$ cat src/rtl/stack_param_if.sv
// rtl/stack_param_if.sv - command/result bundle for the stack_param LIFO
//
// Purpose: groups the stack command inputs and the result/status outputs so
// the sequencer (master) and the stack (slave) share one typed connection.
//
// Signals:
//   command  in   2      0 = NOP, 1 = PUSH, 2 = POP, 3 = PEEK
//   index    in   IDX_W  PEEK depth, 0 = top of stack
//   i_data   in   WIDTH  PUSH data
//   o_data   out  WIDTH  result of the last successful POP/PEEK (holds otherwise)
//   o_valid  out  1      one-cycle pulse: new data on o_data
//   count    out  CNT_W  number of valid entries
//   full     out  1      count == DEPTH
//   empty    out  1      count == 0
//   error    out  1      one-cycle pulse: illegal command
interface stack_param_if #(
   parameter int WIDTH = 4,
   parameter int IDX_W = 3,
   parameter int CNT_W = 3
);
   logic [1:0]       command;
   logic [IDX_W-1:0] index;
   logic [WIDTH-1:0] i_data;
   logic [WIDTH-1:0] o_data;
   logic             o_valid;
   logic [CNT_W-1:0] count;
   logic             full;
   logic             empty;
   logic             error;

   modport master (output command, index, i_data,
                   input  o_data, o_valid, count, full, empty, error);
   modport slave  (input  command, index, i_data,
                   output o_data, o_valid, count, full, empty, error);
endinterface

$ cat src/rtl/stack_param.sv
// rtl/stack_param.sv - parametrised LIFO stack with push/pop/indexed peek
//
// Purpose: bounded operand stack executing one command per cycle. The top
// pointer walks a circular buffer so a full-stack push can either overwrite
// the oldest entry (OVERWRITE = 1) or be rejected with an error pulse.
//
// Ports:
//   clk_i   in   clock, all state updates on the rising edge
//   rst_i   in   asynchronous active-high reset, clears all state
//   sp_if   slave side of stack_param_if (command/index/i_data in,
//           o_data/o_valid/count/full/empty/error out)
module stack_param #(
   parameter int WIDTH     = 4,
   parameter int DEPTH     = 5,
   parameter int IDX_W     = 3,
   parameter int OVERWRITE = 1
) (
   input  logic         clk_i,
   input  logic         rst_i,
   stack_param_if.slave sp_if
);
   localparam int CNT_W = $clog2(DEPTH + 1);
   // Pointer intermediates carry two spare bits so top + DEPTH never wraps.
   localparam int PW    = IDX_W + 2;

   localparam logic [1:0]       CMD_PUSH = 2'd1;
   localparam logic [1:0]       CMD_POP  = 2'd2;
   localparam logic [1:0]       CMD_PEEK = 2'd3;
   localparam logic [IDX_W-1:0] TOP_LAST = IDX_W'(DEPTH - 1);
   localparam logic [CNT_W-1:0] CNT_FULL = CNT_W'(DEPTH);

   logic [WIDTH-1:0] mem_q [DEPTH];
   logic [IDX_W-1:0] top_q, top_d;
   logic [CNT_W-1:0] count_q, count_d;
   logic [WIDTH-1:0] o_data_q, o_data_d;
   logic             o_valid_q, o_valid_d;
   logic             error_q, error_d;

   logic             wr_en;
   logic             full, empty, peek_ok;
   logic [IDX_W-1:0] top_inc, top_dec, peek_addr;
   logic [PW-1:0]    peek_sum;

   assign full    = (count_q == CNT_FULL);
   assign empty   = (count_q == '0);
   assign top_inc = (top_q == TOP_LAST) ? '0 : IDX_W'(PW'(top_q) + PW'(1));
   assign top_dec = (top_q == '0) ? TOP_LAST : IDX_W'(PW'(top_q) - PW'(1));

   // Entry INDEX below the top lives at (top - INDEX) mod DEPTH; adding DEPTH
   // first keeps the subtraction non-negative for every legal INDEX.
   always_comb begin
      peek_sum = PW'(top_q) + PW'(DEPTH) - PW'(sp_if.index);
      if (peek_sum >= PW'(DEPTH)) begin
         peek_sum = peek_sum - PW'(DEPTH);
      end
   end
   assign peek_addr = IDX_W'(peek_sum);
   assign peek_ok   = (PW'(sp_if.index) < PW'(count_q));

   always_comb begin
      top_d     = top_q;
      count_d   = count_q;
      o_data_d  = o_data_q;
      o_valid_d = 1'b0;
      error_d   = 1'b0;
      wr_en     = 1'b0;
      case (sp_if.command)
         CMD_PUSH: begin
            if (!full) begin
               wr_en   = 1'b1;
               top_d   = top_inc;
               count_d = count_q + 1'b1;
            end else if (OVERWRITE != 0) begin
               // Circular buffer: the slot after top holds the oldest entry.
               wr_en = 1'b1;
               top_d = top_inc;
            end else begin
               error_d = 1'b1;
            end
         end
         CMD_POP: begin
            if (!empty) begin
               o_data_d  = mem_q[top_q];
               o_valid_d = 1'b1;
               top_d     = top_dec;
               count_d   = count_q - 1'b1;
            end else begin
               error_d = 1'b1;
            end
         end
         CMD_PEEK: begin
            if (peek_ok) begin
               o_data_d  = mem_q[peek_addr];
               o_valid_d = 1'b1;
            end else begin
               error_d = 1'b1;
            end
         end
         default: ;
      endcase
   end

   always_ff @(posedge clk_i or posedge rst_i) begin
      if (rst_i) begin
         for (int i = 0; i < DEPTH; i++) begin
            mem_q[i] <= '0;
         end
         top_q     <= TOP_LAST;
         count_q   <= '0;
         o_data_q  <= '0;
         o_valid_q <= 1'b0;
         error_q   <= 1'b0;
      end else begin
         if (wr_en) begin
            mem_q[top_inc] <= sp_if.i_data;
         end
         top_q     <= top_d;
         count_q   <= count_d;
         o_data_q  <= o_data_d;
         o_valid_q <= o_valid_d;
         error_q   <= error_d;
      end
   end

   assign sp_if.o_data  = o_data_q;
   assign sp_if.o_valid = o_valid_q;
   assign sp_if.error   = error_q;
   assign sp_if.count   = count_q;
   assign sp_if.full    = full;
   assign sp_if.empty   = empty;
endmodule
$ cat src/flat_wrapper.sv
// flat-port wrapper written by rule: the top's interface ports become plain ports
module stack_param_flat 
#(
   parameter int WIDTH     = 4,
   parameter int DEPTH     = 5,
   parameter int IDX_W     = 3,
   parameter int OVERWRITE = 1
)
  (clk_i, rst_i, sp_if_command, sp_if_index, sp_if_i_data, sp_if_o_data, sp_if_o_valid, sp_if_count, sp_if_full, sp_if_empty, sp_if_error);
  stack_param_if #(.WIDTH(WIDTH), .IDX_W(IDX_W)) sp_if_i ();
  input  logic clk_i;
  input  logic rst_i;
  input wire logic [$bits(sp_if_i.command)-1:0] sp_if_command;
  input wire logic [$bits(sp_if_i.index)-1:0] sp_if_index;
  input wire logic [$bits(sp_if_i.i_data)-1:0] sp_if_i_data;
  output wire logic [$bits(sp_if_i.o_data)-1:0] sp_if_o_data;
  output wire logic [$bits(sp_if_i.o_valid)-1:0] sp_if_o_valid;
  output wire logic [$bits(sp_if_i.count)-1:0] sp_if_count;
  output wire logic [$bits(sp_if_i.full)-1:0] sp_if_full;
  output wire logic [$bits(sp_if_i.empty)-1:0] sp_if_empty;
  output wire logic [$bits(sp_if_i.error)-1:0] sp_if_error;
  assign sp_if_i.command = sp_if_command;
  assign sp_if_i.index = sp_if_index;
  assign sp_if_i.i_data = sp_if_i_data;
  assign sp_if_o_data = sp_if_i.o_data;
  assign sp_if_o_valid = sp_if_i.o_valid;
  assign sp_if_count = sp_if_i.count;
  assign sp_if_full = sp_if_i.full;
  assign sp_if_empty = sp_if_i.empty;
  assign sp_if_error = sp_if_i.error;
  stack_param #(.WIDTH(WIDTH), .DEPTH(DEPTH), .IDX_W(IDX_W), .OVERWRITE(OVERWRITE)) u_core (.clk_i(clk_i), .rst_i(rst_i), .sp_if(sp_if_i));
endmodule
$ cat config.mk
export PLATFORM = sky130hd
export DESIGN_NAME = stack_param_flat
export DESIGN_NICKNAME = d
export VERILOG_FILES = /design/src/rtl/stack_param_if.sv /design/src/rtl/stack_param.sv /design/src/flat_wrapper.sv
export SDC_FILE = /design/constraint.sdc
export NUM_CORES = 1
export LEC_CHECK = 0
export CAP_MARGIN = 20
export CORE_MARGIN = 10
export CORE_UTILIZATION = 40
export CTS_CLUSTER_DIAMETER = 50
export DETAILED_ROUTE_END_ITERATION = 12
export SYNTH_ARGS = -nofsm -noshare
export SYNTH_HDL_FRONTEND = slang
export SYNTH_SLANG_ARGS = --single-unit
$ cat constraint.sdc
create_clock -name clk_i -period 3.8 [get_ports clk_i]
set_clock_uncertainty 0.1 [all_clocks]
set_input_delay 0.76 -clock clk_i [delete_from_list [all_inputs] [get_ports clk_i]]
set_output_delay 0.76 -clock clk_i [all_outputs]
set_load 0.005 [all_outputs]
* Word-level counts from Yosys, hierarchy flattened *
Cells that the tools add are included.
W data, S select, Z words.

word-level totals
  bits in registers = 32
  output and inout bits = 11
  logic and storage cells = 69

cells by class
  $add $sub $neg = 7
  order comparisons = 6
  equal/unequal tests = 8
  mux-type cells = 27
  bitwise operators = 3
  reduce and logical (&&, ||, !) cells = 8

operators by type and width
  kind                   count
  $mux W4                7
  $bmux W4 S3            2
  $bwmux W20             1
  $mux W3                6
  $demux W4 S3           1
  $ge A4 B4 Y1 const B   3
  $not A3 Y4             3
  $pmux W3 S2            2
  $pmux W4 S2            1
  $add A3 B1 Y3 const B  2
  $eq A3 B3 Y1 const B   2
  $logic_not A3 Y1       2
  $reduce_and A3 Y1      2
  $sub A3 B1 Y3 const B  2
  $ge A5 B3 Y1 const B   1
  $mux W1                5
  $sub A4 B3 Y5          1
  $add A3 B3 Y4 const B  1
  $eq A2 B2 Y1 const B   2
  $lt A4 B1 Y1 const B   1
  $ne A2 B2 Y1 const B   2
  $pmux W1 S2            2
  $reduce_bool A2 Y1     2
  $lt A3 B3 Y1           1
  other kinds (5)        5

* Logic depth before layout (Yosys ltp) *
  depth in word-level cells = 10
  mapped depth = 12
  mapped depth without buffers = 12

* Worst setup path after synthesis *
No wires, ideal clock.

  path kind = flip-flop to flip-flop
  from = reg u_core.top_q[2]
  to = reg u_core.o_data_q[0] (netlist: u_core.sp_if.o_data[0])
  setup time = 0.082 ns
  arrival = 3.478 ns
  setup slack = 0.140 ns
  cell stages (with the launch flop) = 11
  path buffers = 1
  period minus slack after synthesis = 3.660 ns
  cell sequence = dfstp_2 -> clkbuf_1 -> inv_1 -> ha_1 -> fa_1 -> bufinv_8 -> a221oi_4 -> mux2i_1 -> o22ai_1 -> or4_1 -> a31oi_1

between the ends
  cells in the longest elaborated chain, start to end = 10

ends and longest elaborated chain
  element                                        line                                  RTL
  start, declared                                stack_param.sv:33                     logic [IDX_W-1:0] top_q, top_d;
  start signal, assigned                         stack_param.sv:117                    top_q <= top_d;
  $add A3 B3 Y4                                  stack_param.sv:52                     peek_sum = PW'(top_q) + PW'(DEPTH) - PW'(sp_if.index);
  $sub A4 B3 Y5                                  stack_param.sv:52
  $ge A5 B3 Y1 or $sub A3 B3 Y3 (tied branches)  stack_param.sv:53, stack_param.sv:54
  $mux W3                                        stack_param.sv:53                     if (peek_sum >= PW'(DEPTH)) begin
  $not A3 Y4 (not written as such)               stack_param.sv:93                     o_data_d = mem_q[peek_addr];
  $bmux W4 S3                                    stack_param.sv:93
  $mux W4 (not written as such) (2 in series)    stack_param.sv:93
  $mux W4                                        stack_param.sv:92                     if (peek_ok) begin
  $pmux W4 S2 (*)                                stack_param.sv:67                     case (sp_if.command)
  end signal, assigned                           stack_param.sv:119                    o_data_q <= o_data_d;
  end, declared                                  stack_param.sv:35                     logic [WIDTH-1:0] o_data_q, o_data_d;

Mark *: on every way between the ends. The rest lies on a longest branch, timed or not. The select of a mux whose other input is x is not followed.
A chain may end at the register's enable or synchronous reset.

* Worst setup path in the final report *
  from = in sp_if_index[0]
  to = reg u_core.o_data_q[1] (netlist: u_core.sp_if.o_data[1])

between the ends
  cells in the longest elaborated chain, start to end = 9

ends and longest elaborated chain
  element                                        line                                  RTL
  start, declared                                flat_wrapper.sv:14                    input wire logic [$bits(sp_if_i.index)-1:0] sp_if_index;
  $sub A4 B3 Y5                                  stack_param.sv:52
  $ge A5 B3 Y1 or $sub A3 B3 Y3 (tied branches)  stack_param.sv:53, stack_param.sv:54
  $mux W3                                        stack_param.sv:53
  $not A3 Y4 (not written as such)               stack_param.sv:93
  $bmux W4 S3                                    stack_param.sv:93
  $mux W4 (not written as such) (2 in series)    stack_param.sv:93
  $mux W4                                        stack_param.sv:92
  $pmux W4 S2                                    stack_param.sv:67

Parallel ways exist; a longest one is shown, timed or not. The select of a mux whose other input is x is not followed.

==> metrics.txt <==
via density per instance 5.666; CTS Buffer Depth 2; status completed; CTS tree built; most frequent cells in the layout 31 x dfrtp_1, 24 x nand2_1, 20 x inv_1, 20 x clkdlybuf4s50_1, 18 x buf_4; Final ANT Viol Nets 0; hold depth 1; CP Capture Type flip-flop; CP dominant cell by count inv_1; synth unique cells 46; Die X 94.91 um; CTS sink cnt 32; largest cells by area after synthesis dfrtp_1 35%, ha_1 8.9%, mux2_1 7.0%; reg2reg start u_core.top_q[1]$_DFFE_PP0P_; CP Data Required Time 3.91 ns; Worst Path Buf+Inv 4; io pins 22; hold path start u_core.mem_q[19]$_DFFE_PP0P_; Critical Path AT 3.79 ns; hpwl dp 4399 um; H-tree Lvls 2; Max-slew headroom 63.36%; Synth async-reset ratio 100.0%; Final period util 96.85%; max-slew violation count 0; first-pass GRT wire length 9611 um; FF-to-FF setup slack 0.46 ns; routability congestion estimate 0.9406; diode count 0; area fraction of the dominant cell type after synthesis 34.56%; CTS Buf Count 5; fillcell total 507; DRT iter0 DRCs 157; top sig layer met4; power consumption 2.856 mW; Root Buffer clkbuf_8; WL per Instance 16.92 um; final wirelength 5821 um; yosys warns 0; Main synth FF type dfrtp_1; # DRC 0; Area Overhead vs Synth 24.81%; largest net degree at the start of global routing 33; Inst Count DP 334; Row Count 27; Met3 Routed Length 457 um; fmax 0.2717 GHz; Worst R2R Path Depth 13; WL met1 2610 um; Yosys top cell by area dfrtp_1; DRT Pass-1 Iters 6; CTS Hold Bufs 0; Seq/Total Area, Yosys 35.73%; Fin. Hold Viols 0; reg2reg end u_core.sp_if.o_data[1]$_DFFE_PP0P_; slowest stage delay, CP 0.49 ns; commonest non-fill, non-tap cell in the layout dfrtp_1; Setup Crit Path Kind in2reg; Final Critical Period 3.680 ns; worst skew pair latency 0.29 ns; Post-DP Area 0.002646 mm2; number of synthesized flops with an enable pin 0; final instance area 0.002801 mm2; Cells after Synth 229; GR Util All Layers 13.44%; RSZ-0062 raised after global routing false; total power per unit cell area 1020 mW/mm2; max-cap viol count 0; layout cells sized above 1 17.65%; hold path endpoint u_core.mem_q[19]$_DFFE_PP0P_; cell family with most CP delay simple AND/OR/NAND/NOR gates; Port Buf Inserts 21; Yosys reg bits 32; syn_nets 258; pin slew with the least headroom to its limit 0.5454 ns; Hold Crit Class reg2reg; worst vdd ir 381.0 uV; grt total ovfl 0; vias in the first global route 1,904; critical path launch point type input port; mapped cell area 0.002245 mm2; final-stage net count 300; setup violators final 0; syn avg cell area 9.802 um2; crit-path max FO 5; CP cell instances clkdlybuf4s50_1, inv_1, ha_1, ha_4, inv_1, ha_2, or3_4, a221oi_4, buf_6, nand3b_1, o22ai_1, or4_1, a31oi_1; CTS clock-pin slew for the worst setup and hold paths 0.07 ns; CP max stage cell or4_1; core area 0.005473 mm2; initial antenna violation count 0; met2 wire len 2660 um; Vias 1,949; initial core utilization 41.02%; Util after Layout 51.19%; die area 0.009008 mm2; leakage power 1.248 nW; Post-Layout Cell Count 344; Die Ht 94.91 um; crit path from sp_if_index[0]
==> worst reg2reg max path, delay by kind of cell (launching register included) <==
kind                     cells  cell delay, ns
AO/OA/AOI/OAI                3            0.58
adder cells (fa/ha/maj)      3            0.93
buffers and inverters        5            0.60
flip-flops                   1            0.38
AND/OR/NAND/NOR              2            0.66
==> final cells by class <==
type / count / area (um2) / share of cell area, %
multi-input combinational: 170 / 1343 / 47.92
clock inverter: 3 / 42.54 / 1.519
inverter: 22 / 96.34 / 3.439
tap: 72 / 90.09 / 3.216
sequential: 32 / 802.0 / 28.63
timing repair buffer: 40 / 359.1 / 12.82
clock buffer: 5 / 68.82 / 2.456
==> cells in the mapped netlist (3+ instances only) <==
cell	number
dfrtp_1	31
nand2_1	24
inv_1	20
ha_1	16
nor2_1	15
mux2_1	14
o21ai_0	13
a21oi_1	10
nand2b_1	7
o22ai_1	6
mux2_2	5
nor3_1	5
a31oi_1	4
clkbuf_1	4
mux4_2	4
or4_1	4
mux2i_1	3
nor2b_1	3
o22a_1	3
xnor2_1	3
==> metal layers <==
layer	GRT usage [%]	vias to the layer above
met5	0	-
met4	4.613	0
met3	3.331	14
met2	21.22	88
met1	17.49	939
li1	-	908
==> worst max-delay path by stage <==
stage | end | slack, ns | depth (start not counted)
floorplan | u_core.sp_if.o_data[0]$_DFFE_PP0P_ | 0.14 | 10
global placement | u_core.sp_if.o_data[1]$_DFFE_PP0P_ | -0.15 | 13
detailed placement | u_core.sp_if.o_data[0]$_DFFE_PP0P_ | -0.26 | 13
CTS | u_core.sp_if.o_data[1]$_DFFE_PP0P_ | 0.04 | 13
global route | u_core.sp_if.o_data[1]$_DFFE_PP0P_ | 0.03 | 13
finish | u_core.sp_if.o_data[1]$_DFFE_PP0P_ | 0.12 | 13
==> power by group <==
part / internal (mW) / switching, mW / total [mW] / leakage (nW)
combinational: 0.953 / 0.894 / 1.85 / 0.807
sequential: 0.515 / 0.159 / 0.674 / 0.387
clock: 0.194 / 0.142 / 0.336 / 0.0541
==> cell families after synthesis <==
group | after synthesis | synth area share (%)
adders and majority gates | 18 | 10.70
DFF | 32 | 35.73
AOI/OAI and AO/OA | 54 | 16.72
buffers and inverters | 27 | 5.462
and+or+nand+nor | 68 | 14.94
xor gates and xnor gates | 4 | 1.561
muxes | 26 | 14.88
==> sequential cells by signal, summed over array words and instances, names as in the netlist <==
signal	count
u_core.sp_if.count	3
u_core.mem_q	20
u_core.sp_if.error	1
u_core.top_q	3
u_core.sp_if.o_data	4
u_core.sp_if.o_valid	1
==> what timing repair did <==
item / in CTS / in global routing
setup endpoints to repair: 0 / 3
gates resized for setup: 0 / 6
setup buffers: 0 / 2
==> stage by stage <==
step / TNS (ns) / hold slack, ns / worst slack (ns)
3_3_place_gp: -0.4840 / 0.4023 / -0.1529
3_5_place_dp: -0.7900 / 0.4045 / -0.2606
4_1_cts: 0 / 0.4213 / 0.03755
6_report: 0 / 0.4222 / 0.1195
2_1_floorplan: 0 / 0.3760 / 0.1400
5_1_grt: 0 / 0.4524 / 0.02569
(Power assumes the default switching activity.)
